[config.mk]
export PLATFORM = sky130hd
export DESIGN_NAME = mig_traffic_monitor
export DESIGN_NICKNAME = d
export VERILOG_FILES = /design/src/rtl/mig_tm_pkg.sv /design/src/rtl/mig_tm_sat_counter.sv /design/src/rtl/mig_traffic_monitor.sv
export SDC_FILE = /design/constraint.sdc
export NUM_CORES = 2
export LEC_CHECK = 0
export BUFFER_PORTS_ARGS = -buffer_cell sky130_fd_sc_hd__buf_2
export CAP_MARGIN = 20
export CORE_MARGIN = 10
export CORE_UTILIZATION = 60
export DETAILED_ROUTE_END_ITERATION = 16
export HOLD_SLACK_MARGIN = 0.08
export PLACE_DENSITY = 0.77
export SYNTH_ARGS = -nofsm -noshare
export SYNTH_HDL_FRONTEND = slang
export SYNTH_SLANG_ARGS = --single-unit
export TNS_END_PERCENT = 30
[constraint.sdc]
create_clock -name aclk -period 8.1 [get_ports aclk]
set_input_delay 1.62 -clock aclk [delete_from_list [all_inputs] [get_ports aclk]]
set_output_delay 1.62 -clock aclk [all_outputs]
set_load 0.01 [all_outputs]
[src/rtl/mig_tm_pkg.sv]
// +----------------------------------------------------------------------------+
// | mig_tm_pkg : shared constants, FSM encoding and record-address helper for  |
// |              the per-DSID traffic monitor.                                 |
// | Revision   : 1.0                                                           |
// +----------------------------------------------------------------------------+
`default_nettype none

package mig_tm_pkg;

  localparam logic [1:0] TM_RD_REQ   = 2'd0;
  localparam logic [1:0] TM_RD_BYTES = 2'd1;
  localparam logic [1:0] TM_WR_REQ   = 2'd2;
  localparam logic [1:0] TM_WR_BYTES = 2'd3;

  localparam int TM_ADDR_SLOT_LSB = 8;
  localparam int TM_ADDR_SLOT_W   = 8;
  localparam int TM_ADDR_ID_LSB   = 2;
  localparam int TM_ADDR_ID_W     = 2;

  typedef enum logic {
    TM_ST_IDLE = 1'b0,
    TM_ST_DUMP = 1'b1
  } tm_state_e;

  function automatic logic [31:0] tm_rec_addr(input logic [7:0] slot, input logic [1:0] id);
    logic [31:0] a;
    a = 32'h0;
    a[TM_ADDR_SLOT_LSB +: TM_ADDR_SLOT_W] = slot;
    a[TM_ADDR_ID_LSB +: TM_ADDR_ID_W]     = id;
    return a;
  endfunction

endpackage

`default_nettype wire

[src/rtl/mig_tm_sat_counter.sv]
// +----------------------------------------------------------------------------+
// | mig_tm_sat_counter : saturating accumulator with snapshot-and-clear shadow. |
// | Revision           : 1.0                                                   |
// +----------------------------------------------------------------------------+
`default_nettype none

module mig_tm_sat_counter #(
  parameter int CNT_WIDTH = 32
) (
  input  logic                 clk,
  input  logic                 rst_n,
  input  logic                 inc_en,
  input  logic [15:0]          inc,
  input  logic                 snap,
  output logic [CNT_WIDTH-1:0] live,
  output logic [CNT_WIDTH-1:0] shadow
);

  localparam int SUM_W = ((CNT_WIDTH > 16) ? CNT_WIDTH : 16) + 1;

  logic [SUM_W-1:0]     base;
  logic [SUM_W-1:0]     sum;
  logic [SUM_W-1:0]     max_val;
  logic [CNT_WIDTH-1:0] next_live;

  // On a snapshot the increment lands on a cleared counter, not the old value.
  assign base      = snap ? '0 : SUM_W'(live);
  assign sum       = base + SUM_W'(inc);
  assign max_val   = SUM_W'({CNT_WIDTH{1'b1}});
  assign next_live = (sum > max_val) ? {CNT_WIDTH{1'b1}} : sum[CNT_WIDTH-1:0];

  always_ff @(posedge clk or negedge rst_n) begin
    if (!rst_n) begin
      live   <= '0;
      shadow <= '0;
    end else begin
      if (snap) shadow <= live;
      if (inc_en)    live <= next_live;
      else if (snap) live <= '0;
    end
  end

endmodule

`default_nettype wire

[src/rtl/mig_traffic_monitor.sv]
// +----------------------------------------------------------------------------+
// | mig_traffic_monitor : snoops AR/AW handshakes, counts per-DSID traffic per  |
// |                       window and streams snapshots as APM records.         |
// | Revision            : 1.0                                                  |
// +----------------------------------------------------------------------------+
`default_nettype none

module mig_traffic_monitor
  import mig_tm_pkg::*;
#(
  parameter int C_DSID_WIDTH    = 16,
  parameter int C_NUM_SLOTS     = 4,
  parameter int C_WINDOW_CYCLES = 1000000,
  parameter int C_CNT_WIDTH     = 32
) (
  input  logic                    aclk,
  input  logic                    aresetn,
  input  logic                    s_axi_arvalid,
  input  logic                    s_axi_arready,
  input  logic [7:0]              s_axi_arlen,
  input  logic [2:0]              s_axi_arsize,
  input  logic [C_DSID_WIDTH-1:0] s_axi_aruser,
  input  logic                    s_axi_awvalid,
  input  logic                    s_axi_awready,
  input  logic [7:0]              s_axi_awlen,
  input  logic [2:0]              s_axi_awsize,
  input  logic [C_DSID_WIDTH-1:0] s_axi_awuser,
  input  logic                    enable,
  output logic                    APM_VALID,
  output logic [31:0]             APM_ADDR,
  output logic [31:0]             APM_DATA
);

  localparam int SLOT_W  = $clog2(C_NUM_SLOTS);
  localparam int NUM_CNT = 4 * C_NUM_SLOTS;
  localparam int REC_W   = SLOT_W + 2;
  localparam int WIN_W   = $clog2(C_WINDOW_CYCLES);
  localparam logic [REC_W-1:0] LAST_REC = REC_W'(NUM_CNT - 1);
  localparam logic [WIN_W-1:0] WIN_LAST = WIN_W'(C_WINDOW_CYCLES - 1);

  if (C_WINDOW_CYCLES < 4 * C_NUM_SLOTS + 2) begin : g_chk_window
    $error("C_WINDOW_CYCLES too short to finish a dump");
  end
  if ((C_NUM_SLOTS < 2) || (C_NUM_SLOTS > 64) || ((C_NUM_SLOTS & (C_NUM_SLOTS - 1)) != 0)) begin : g_chk_slots
    $error("C_NUM_SLOTS must be a power of two in 2..64");
  end
  if ((C_CNT_WIDTH < 1) || (C_CNT_WIDTH > 32)) begin : g_chk_cnt
    $error("C_CNT_WIDTH must be 1..32");
  end

  logic              ar_evt, aw_evt;
  logic [SLOT_W-1:0] ar_slot, aw_slot;
  logic [15:0]       ar_bytes, aw_bytes;

  assign ar_evt   = s_axi_arvalid && s_axi_arready && enable &&
                    (s_axi_aruser < C_DSID_WIDTH'(C_NUM_SLOTS));
  assign aw_evt   = s_axi_awvalid && s_axi_awready && enable &&
                    (s_axi_awuser < C_DSID_WIDTH'(C_NUM_SLOTS));
  assign ar_slot  = s_axi_aruser[SLOT_W-1:0];
  assign aw_slot  = s_axi_awuser[SLOT_W-1:0];
  assign ar_bytes = (16'(s_axi_arlen) + 16'd1) << s_axi_arsize;
  assign aw_bytes = (16'(s_axi_awlen) + 16'd1) << s_axi_awsize;

  logic [WIN_W-1:0] win_cnt;
  logic             win_end;

  assign win_end = (win_cnt == WIN_LAST);

  always_ff @(posedge aclk or negedge aresetn) begin
    if (!aresetn)     win_cnt <= '0;
    else if (win_end) win_cnt <= '0;
    else              win_cnt <= win_cnt + WIN_W'(1);
  end

  // Counter index i = slot*4 + id, which is also the dump record order.
  logic [C_CNT_WIDTH-1:0] live_cnt   [NUM_CNT];
  logic [C_CNT_WIDTH-1:0] shadow_cnt [NUM_CNT];

  for (genvar i = 0; i < NUM_CNT; i++) begin : g_cnt
    localparam int         SLOT     = i / 4;
    localparam logic [1:0] ID       = 2'(i % 4);
    localparam bit         IS_RD    = (ID == TM_RD_REQ) || (ID == TM_RD_BYTES);
    localparam bit         IS_BYTES = (ID == TM_RD_BYTES) || (ID == TM_WR_BYTES);

    logic        hit;
    logic [15:0] inc;

    assign hit = IS_RD ? (ar_evt && (ar_slot == SLOT_W'(SLOT)))
                       : (aw_evt && (aw_slot == SLOT_W'(SLOT)));
    assign inc = IS_BYTES ? (IS_RD ? ar_bytes : aw_bytes) : 16'd1;

    mig_tm_sat_counter #(
      .CNT_WIDTH (C_CNT_WIDTH)
    ) u_cnt (
      .clk    (aclk),
      .rst_n  (aresetn),
      .inc_en (hit),
      .inc    (inc),
      .snap   (win_end),
      .live   (live_cnt[i]),
      .shadow (shadow_cnt[i])
    );
  end

  tm_state_e        state_q, state_d;
  logic [REC_W-1:0] idx_q, idx_d;
  logic             valid_q, valid_d;
  logic [31:0]      addr_q, addr_d;
  logic [31:0]      data_q, data_d;

  always_ff @(posedge aclk or negedge aresetn) begin
    if (!aresetn) begin
      state_q <= TM_ST_IDLE;
      idx_q   <= '0;
      valid_q <= 1'b0;
      addr_q  <= 32'h0;
      data_q  <= 32'h0;
    end else begin
      state_q <= state_d;
      idx_q   <= idx_d;
      valid_q <= valid_d;
      addr_q  <= addr_d;
      data_q  <= data_d;
    end
  end

  // Record 0 is taken from the live counter in the wrap cycle itself (same
  // value the shadow captures), so the stream starts the cycle after window end.
  always_comb begin
    state_d = state_q;
    idx_d   = idx_q;
    valid_d = 1'b0;
    addr_d  = addr_q;
    data_d  = data_q;
    case (state_q)
      TM_ST_IDLE: begin
        if (win_end) begin
          state_d = TM_ST_DUMP;
          idx_d   = REC_W'(1);
          valid_d = 1'b1;
          addr_d  = tm_rec_addr(8'h00, TM_RD_REQ);
          data_d  = 32'(live_cnt[0]);
        end
      end
      TM_ST_DUMP: begin
        valid_d = 1'b1;
        addr_d  = tm_rec_addr(8'(idx_q[REC_W-1:2]), idx_q[1:0]);
        data_d  = 32'(shadow_cnt[idx_q]);
        idx_d   = idx_q + REC_W'(1);
        if (idx_q == LAST_REC) state_d = TM_ST_IDLE;
      end
      default: state_d = TM_ST_IDLE;
    endcase
  end

  assign APM_VALID = valid_q;
  assign APM_ADDR  = addr_q;
  assign APM_DATA  = data_q;

endmodule

`default_nettype wire
Word-level counts from Yosys, hierarchy flattened:

Index checks and enable logic that the tools add are counted.

* add/subtract/negate cells: 20
* order comparisons: 19
* equal/unequal tests: 9
* shifts and indexed selects: 2
* multiplexer cells: 62
* bitwise operators: 2
* reductions and logical operators: 24

Operators by type and width (number)
* $mux W32: 52
* $gt A33 B32 Y1 const B: 16
* $add A33 B1 Y33 const B: 8
* $add A33 B16 Y33: 8
* $bmux W32 S4: 1
* $pmux W32 S2: 2
* $lt A16 B3 Y1 const B: 2
* $shl A9 B3 Y16: 2
* $add A20 B1 Y20 const B: 1
* $eq A20 B20 Y1 const B: 1
* $mux W20: 1
* $add A8 B1 Y9 const B: 2
* $reduce_bool A2 Y1: 8
* $logic_and A1 B1 Y1: 14
* $eq A2 B2 Y1 const B: 4
* $pmux W4 S2: 1
* $ge A5 B5 Y1 const B: 1
* $not A4 Y5: 1
* $add A4 B1 Y4 const B: 1
* $eq A2 B1 Y1 const B: 2
* $eq A4 B4 Y1 const B: 1
* $logic_not A2 Y1: 2
* $mux W4: 1
* $pmux W1 S2: 2
* 3 further kinds: 4

* register bits: 1114
* input bits: 61
* output and inout bits: 65

Logic depth before layout (Yosys ltp):

* depth after elaboration: 6
* gate-level depth with buffers: 31
* mapped depth without buffers: 20

By module:

From an unflattened synthesis, not the netlist that was laid out.

* cell total of the unflattened synthesis: 6743
* area, all modules: 67324.6 µm²

By module, submodules not included
* mig_tm_sat_counter (g_cnt[10].u_cnt ...): times used 12, cells each 360, area an instance 3694.8 µm², seq. area each 1601.5 µm²
* mig_tm_sat_counter (g_cnt[0].u_cnt ...): times used 4, cells each 354, area an instance 3661.0 µm², seq. area each 1601.5 µm²
* mig_traffic_monitor: times used 1, cells each 1007, area an instance 8343.0 µm², seq. area each 1551.5 µm²

Worst setup path after synthesis:

No wires, ideal clock.

* kind: flip-flop to flip-flop
* from: reg win_cnt[0]
* to: reg g_cnt[8].u_cnt.live[16]
* library setup time: 0.087 ns
* arrival: 5.753 ns
* data required time: 8.013 ns
* setup slack: 2.260 ns
* stages on the path, launching flop included: 28
* clock period less this slack: 5.840 ns
* cells stage by stage: dfrtp_1 -> ha_1 -> nand4_4 -> buf_6 -> or2_4 -> buf_6 -> buf_2 -> buf_4 -> buf_4 -> buf_2 -> buf_2 -> clkbuf_1 -> clkbuf_1 -> clkbuf_1 -> nand2_1 -> inv_1 -> ha_1 -> and4_1 -> o2111ai_2 -> or4_1 -> or4b_1 -> o21ai_1 -> and4_1 -> nor4b_2 -> a311o_2 -> nor3_1 -> and3_1 -> a211oi_2

* longest elaborated chain between the ends: 6

RTL lines
* start, declared: line mig_traffic_monitor.sv:64 `logic [WIN_W-1:0] win_cnt;`
* start signal, assigned: line mig_traffic_monitor.sv:72 `else win_cnt <= win_cnt + WIN_W'(1);`
* $eq A20 B20 Y1 (*): line mig_traffic_monitor.sv:67 `assign win_end = (win_cnt == WIN_LAST);`
* $mux W32: line mig_tm_sat_counter.sv:27 `assign base = snap ? '0 : SUM_W'(live);`
* $add A33 B1 Y33: line mig_tm_sat_counter.sv:28 `assign sum = base + SUM_W'(inc);`
* $gt A33 B32 Y1: line mig_tm_sat_counter.sv:30 `assign next_live = (sum > max_val) ? {CNT_WIDTH{1'b1}} : sum[CNT_WIDTH-1:0];`
* $mux W32: line mig_tm_sat_counter.sv:30
* $mux W32: line mig_tm_sat_counter.sv:38 `if (inc_en) live <= next_live;`
* end signal, assigned: line mig_tm_sat_counter.sv:38
* end, declared: line mig_tm_sat_counter.sv:15 `output logic [CNT_WIDTH-1:0] live,`

Every way passes the cells marked *; elsewhere a longest branch is shown, timed or not.
A chain may end at the register's enable or synchronous reset.

Final worst setup path:

* from: reg win_cnt[17]
* to: reg g_cnt[4].u_cnt.live[3]

* longest elaborated chain between the ends: 6

RTL lines (line)
* $eq A20 B20 Y1 (*): mig_traffic_monitor.sv:67
* $mux W32: mig_tm_sat_counter.sv:27
* $add A33 B1 Y33: mig_tm_sat_counter.sv:28
* $gt A33 B32 Y1: mig_tm_sat_counter.sv:30
* $mux W32: mig_tm_sat_counter.sv:30
* $mux W32: mig_tm_sat_counter.sv:38
* end signal, assigned: mig_tm_sat_counter.sv:38
* end, declared: mig_tm_sat_counter.sv:15

Marks and branches as above.

==> flow_metrics.env <==
export IMPL_cts_resized_gates=0
export IMPL_fin_crit_ns=6.52
export IMPL_drv_slew=0
export IMPL_seq_area_frac_synth_pct=42.2
export IMPL_end_kind="flip-flop"
export IMPL_via_per_inst=6.62
export IMPL_critPathTopFamily="simple AND/OR/NAND/NOR gates"
export IMPL_power_density_mw_per_mm2=167
export IMPL_numClockSinks=1086
export IMPL_clock_latency_ns=0.72
export IMPL_multi_input_area_sq_mm=0.0348
export IMPL_syn_to_final_growth_pct=8.05
export IMPL_synth_area_sq_mm=0.0644
export IMPL_antenna_found_initial=9
export IMPL_nNetsFinal=7464
export IMPL_syn_inst=7383
export IMPL_synth_edff_count=0
export IMPL_synth_top_area_cell="dfrtp_1"
export IMPL_share_comb_of_total_power_pct=5.1
export IMPL_p_leak_nw=32.6
export IMPL_path_cells="and3_1, nand4_1, or2_4, buf_4, nand2_1, inv_1, ha_1, and3_1, nand3_1, a211o_1, or4_1, a311oi_1, a41o_1, a21oi_1, a211oi_1, and4_1, nand2b_1, nand2_1, o21ai_0"
export IMPL_design_area_sq_mm=0.0696
export IMPL_drt_total_wl_mm=222
export IMPL_rsz0062_at_grt="no"
export IMPL_grt_pass1_vias=53700
export IMPL_irDropWorstVdd_uv=202
export IMPL_clock_skew_ns=0.0227
export IMPL_hp_class="reg -> reg"
export IMPL_ys_flop_type="dfrtp_1"
export IMPL_max_freq_mhz=153
export IMPL_die_width_um=348
export IMPL_slew_headroom_pct=25.7
export IMPL_dp_final_hpwl_mm=161
export IMPL_grt_max_degree=187
export IMPL_htree_levels=3
export IMPL_critPathLaunchType="flip-flop"
export IMPL_synth_top_area_share_pct=42.2
export IMPL_grt_usage_pct=36.0
export IMPL_synth_seq_cells=1086
export IMPL_finalCritPeriodShare_pct=80.5
export IMPL_yosysWarningCount=0
export IMPL_yosysMostFrequentCell="nand2_1"
export IMPL_rows=120
export IMPL_max_stage_delay_ns=0.81
export IMPL_overflow=0
export IMPL_cts_made_buffers=115
export IMPL_pre_cts_slack_ns=1.35
export IMPL_hold_buffers=0
export IMPL_holdWs_ns=0.464
export IMPL_crit_fanout=48
export IMPL_crit_type="reg -> reg"
export IMPL_drive_gt1_share_pct=9.76
export IMPL_synth_area_top_cells="dfrtp_1, nand2_1, mux4_2"
export IMPL_place_area_sq_mm=0.0656
export IMPL_cp_slowest_cell="nand2b_1"
export IMPL_drv_cap=0
export IMPL_setup_viol=0
export IMPL_pwr_share_clk_pct=48.2
export IMPL_io_buffers=97
export IMPL_place_gp_congestion=0.992
export IMPL_swShare_pct=23.8
export IMPL_finish_utilization_pct=65.1
export IMPL_die_area_sq_mm=0.121
export IMPL_vias=58000
export IMPL_start_util_pct=60.3
export IMPL_drc_errors=0
export IMPL_tightest_slew_ns=1.11
export IMPL_syn_area_per_cell_sq_um=8.73
export IMPL_synth_commonest_cells="nand2_1, dfrtp_1, nor2_1"
export IMPL_intPower_mw=8.86
export IMPL_clk_pin_slew_ns=0.06
export IMPL_clockRootBuffer="clkbuf_16"
export IMPL_ys_async_sr_fraction_pct=100
export IMPL_required_ns=8.72
export IMPL_cts_tree="built"
export IMPL_ios=126
export IMPL_first_pass_iters=9
export IMPL_post_cts_setup_buffer_count=0
export IMPL_die_height_um=348
export IMPL_regArea_sq_mm=0.0272
export IMPL_grt_pass1_wl_mm=337
export IMPL_setup_ws_ns=1.58
export IMPL_pwr_share_seq_pct=46.7
export IMPL_p_switching_mw=2.76
export IMPL_finalHoldViolCount=0
export IMPL_status="finished, final reports clean"
export IMPL_core_area_sq_mm=0.107
export IMPL_fin_tns_setup_ns=0
export IMPL_ant_nets=0
export IMPL_n_fill_cell=8738
export IMPL_synth_distinct_cells=125
export IMPL_critPathArrivalTime_ns=7.13
export IMPL_clk_path_buf_depth=3
export IMPL_first_iter_violations=8673
export IMPL_path_buf_inv=2
export IMPL_wire_per_inst_um=25.4
[kinds of logic (layout without fill, tap and decap cells)]
logic type	count (synthesis)	count (layout)	synth area share, %
flip-flops	1086	1086	42.2
XOR/XNOR	335	335	4.58
adder cells (fa/ha/maj)	156	156	3.12
multiplexers	203	203	6.29
buffers and inverters	616	550	4.07
AND/OR/NAND/NOR	3637	3637	26.2
AO/OA/AOI/OAI	1349	1349	13.6
other	1	35	0.00582
[tightest hold or removal path, cell delays in order, from the launching register on]
cell,delay [ns]
dfrtp_1,0.33
nand2_1,0.05
nand2_1,0.05
[power groups by stage]
stage	clock [mW]	sequential [mW]	combinational, mW
after floorplan	0	5.53	0.356
after global placement	0	5.52	0.583
after detailed placement	0	5.52	0.588
after CTS	5.61	5.42	0.592
after global routing	5.82	5.42	0.654
final	5.60	5.42	0.594
[cells in the final DEF (no fill, tap or decap), types with 23 or more instances in the layout]
cell type  instances
a21boi_0          32
a21o_1            76
a21oi_1          365
a31oi_1          128
a41oi_1           27
and2_1           176
and3_1           137
and4_1            27
buf_2             96
buf_4             80
clkbuf_16        119
clkbuf_8          27
clkinv_2          24
conb_1            28
dfrtp_1         1082
ha_1             148
inv_1            143
mux2i_1           35
mux4_2           161
nand2_1         1984
nand2b_1          41
nand3_1          220
nand4_1          110
nor2_1           387
nor2b_1           27
nor3_1           190
nor4_1            65
o211ai_1          52
o21a_1            34
o21ai_0          337
o21ai_1           25
o21bai_1          23
o31ai_1           24
or2_2             28
or3_1             58
or4_1             23
xnor2_1          186
xor2_1           147
[sequential cells by signal, indices dropped and copies added (netlist names)]
register,cells
APM_ADDR,4
APM_DATA,32
APM_VALID,1
g_cnt.u_cnt.live,512
g_cnt.u_cnt.shadow,512
idx_q,4
state_q,1
win_cnt,20
[routing by layer]
metal,routed length (um),part of all wire (%),GRT usage [%]
met1,89200,40,51.9
met2,90600,41,49.9
met3,30600,14,9.91
met4,11600,5.2,16.4
met5,61,0.027,0
[metrics by stage]
step,total power [mW],instances
2_1_floorplan,5.88,7410
3_3_place_gp,6.11,8530
3_5_place_dp,6.11,8531
4_1_cts,11.6,8745
5_1_grt,11.9,8747
6_report,11.6,8754
[layout make-up]
| type | instances | area share [%] |
|---|---|---|
| clock inverters | 53 | 0.818 |
| inverters | 146 | 0.787 |
| flip-flops and latches | 1086 | 39.0 |
| clock buffers | 161 | 4.89 |
| diodes | 7 | 0.0252 |
| repair buffers | 190 | 1.95 |
| multi-input cells | 5708 | 50.0 |
| well taps | 1403 | 2.52 |
[final timing paths]
check | from | cells past startpoint | slack (ns) | to
setup / recovery | win_cnt[17] | 19 | 1.58 | g_cnt[4].u_cnt.live[3]
hold / removal | g_cnt[11].u_cnt.live[0] | 2 | 0.46 | g_cnt[11].u_cnt.shadow[0]
setup reg to reg | win_cnt[17] | 19 | 1.58 | g_cnt[4].u_cnt.live[3]
hold reg to reg | g_cnt[11].u_cnt.live[0] | 2 | 0.46 | g_cnt[11].u_cnt.shadow[0]
max in group asynchronous | aresetn | 3 | 5.45 | g_cnt[10].u_cnt.live[23]
min in group asynchronous | aresetn | 1 | 0.90 | win_cnt[2]
(Power assumes the default switching activity.)
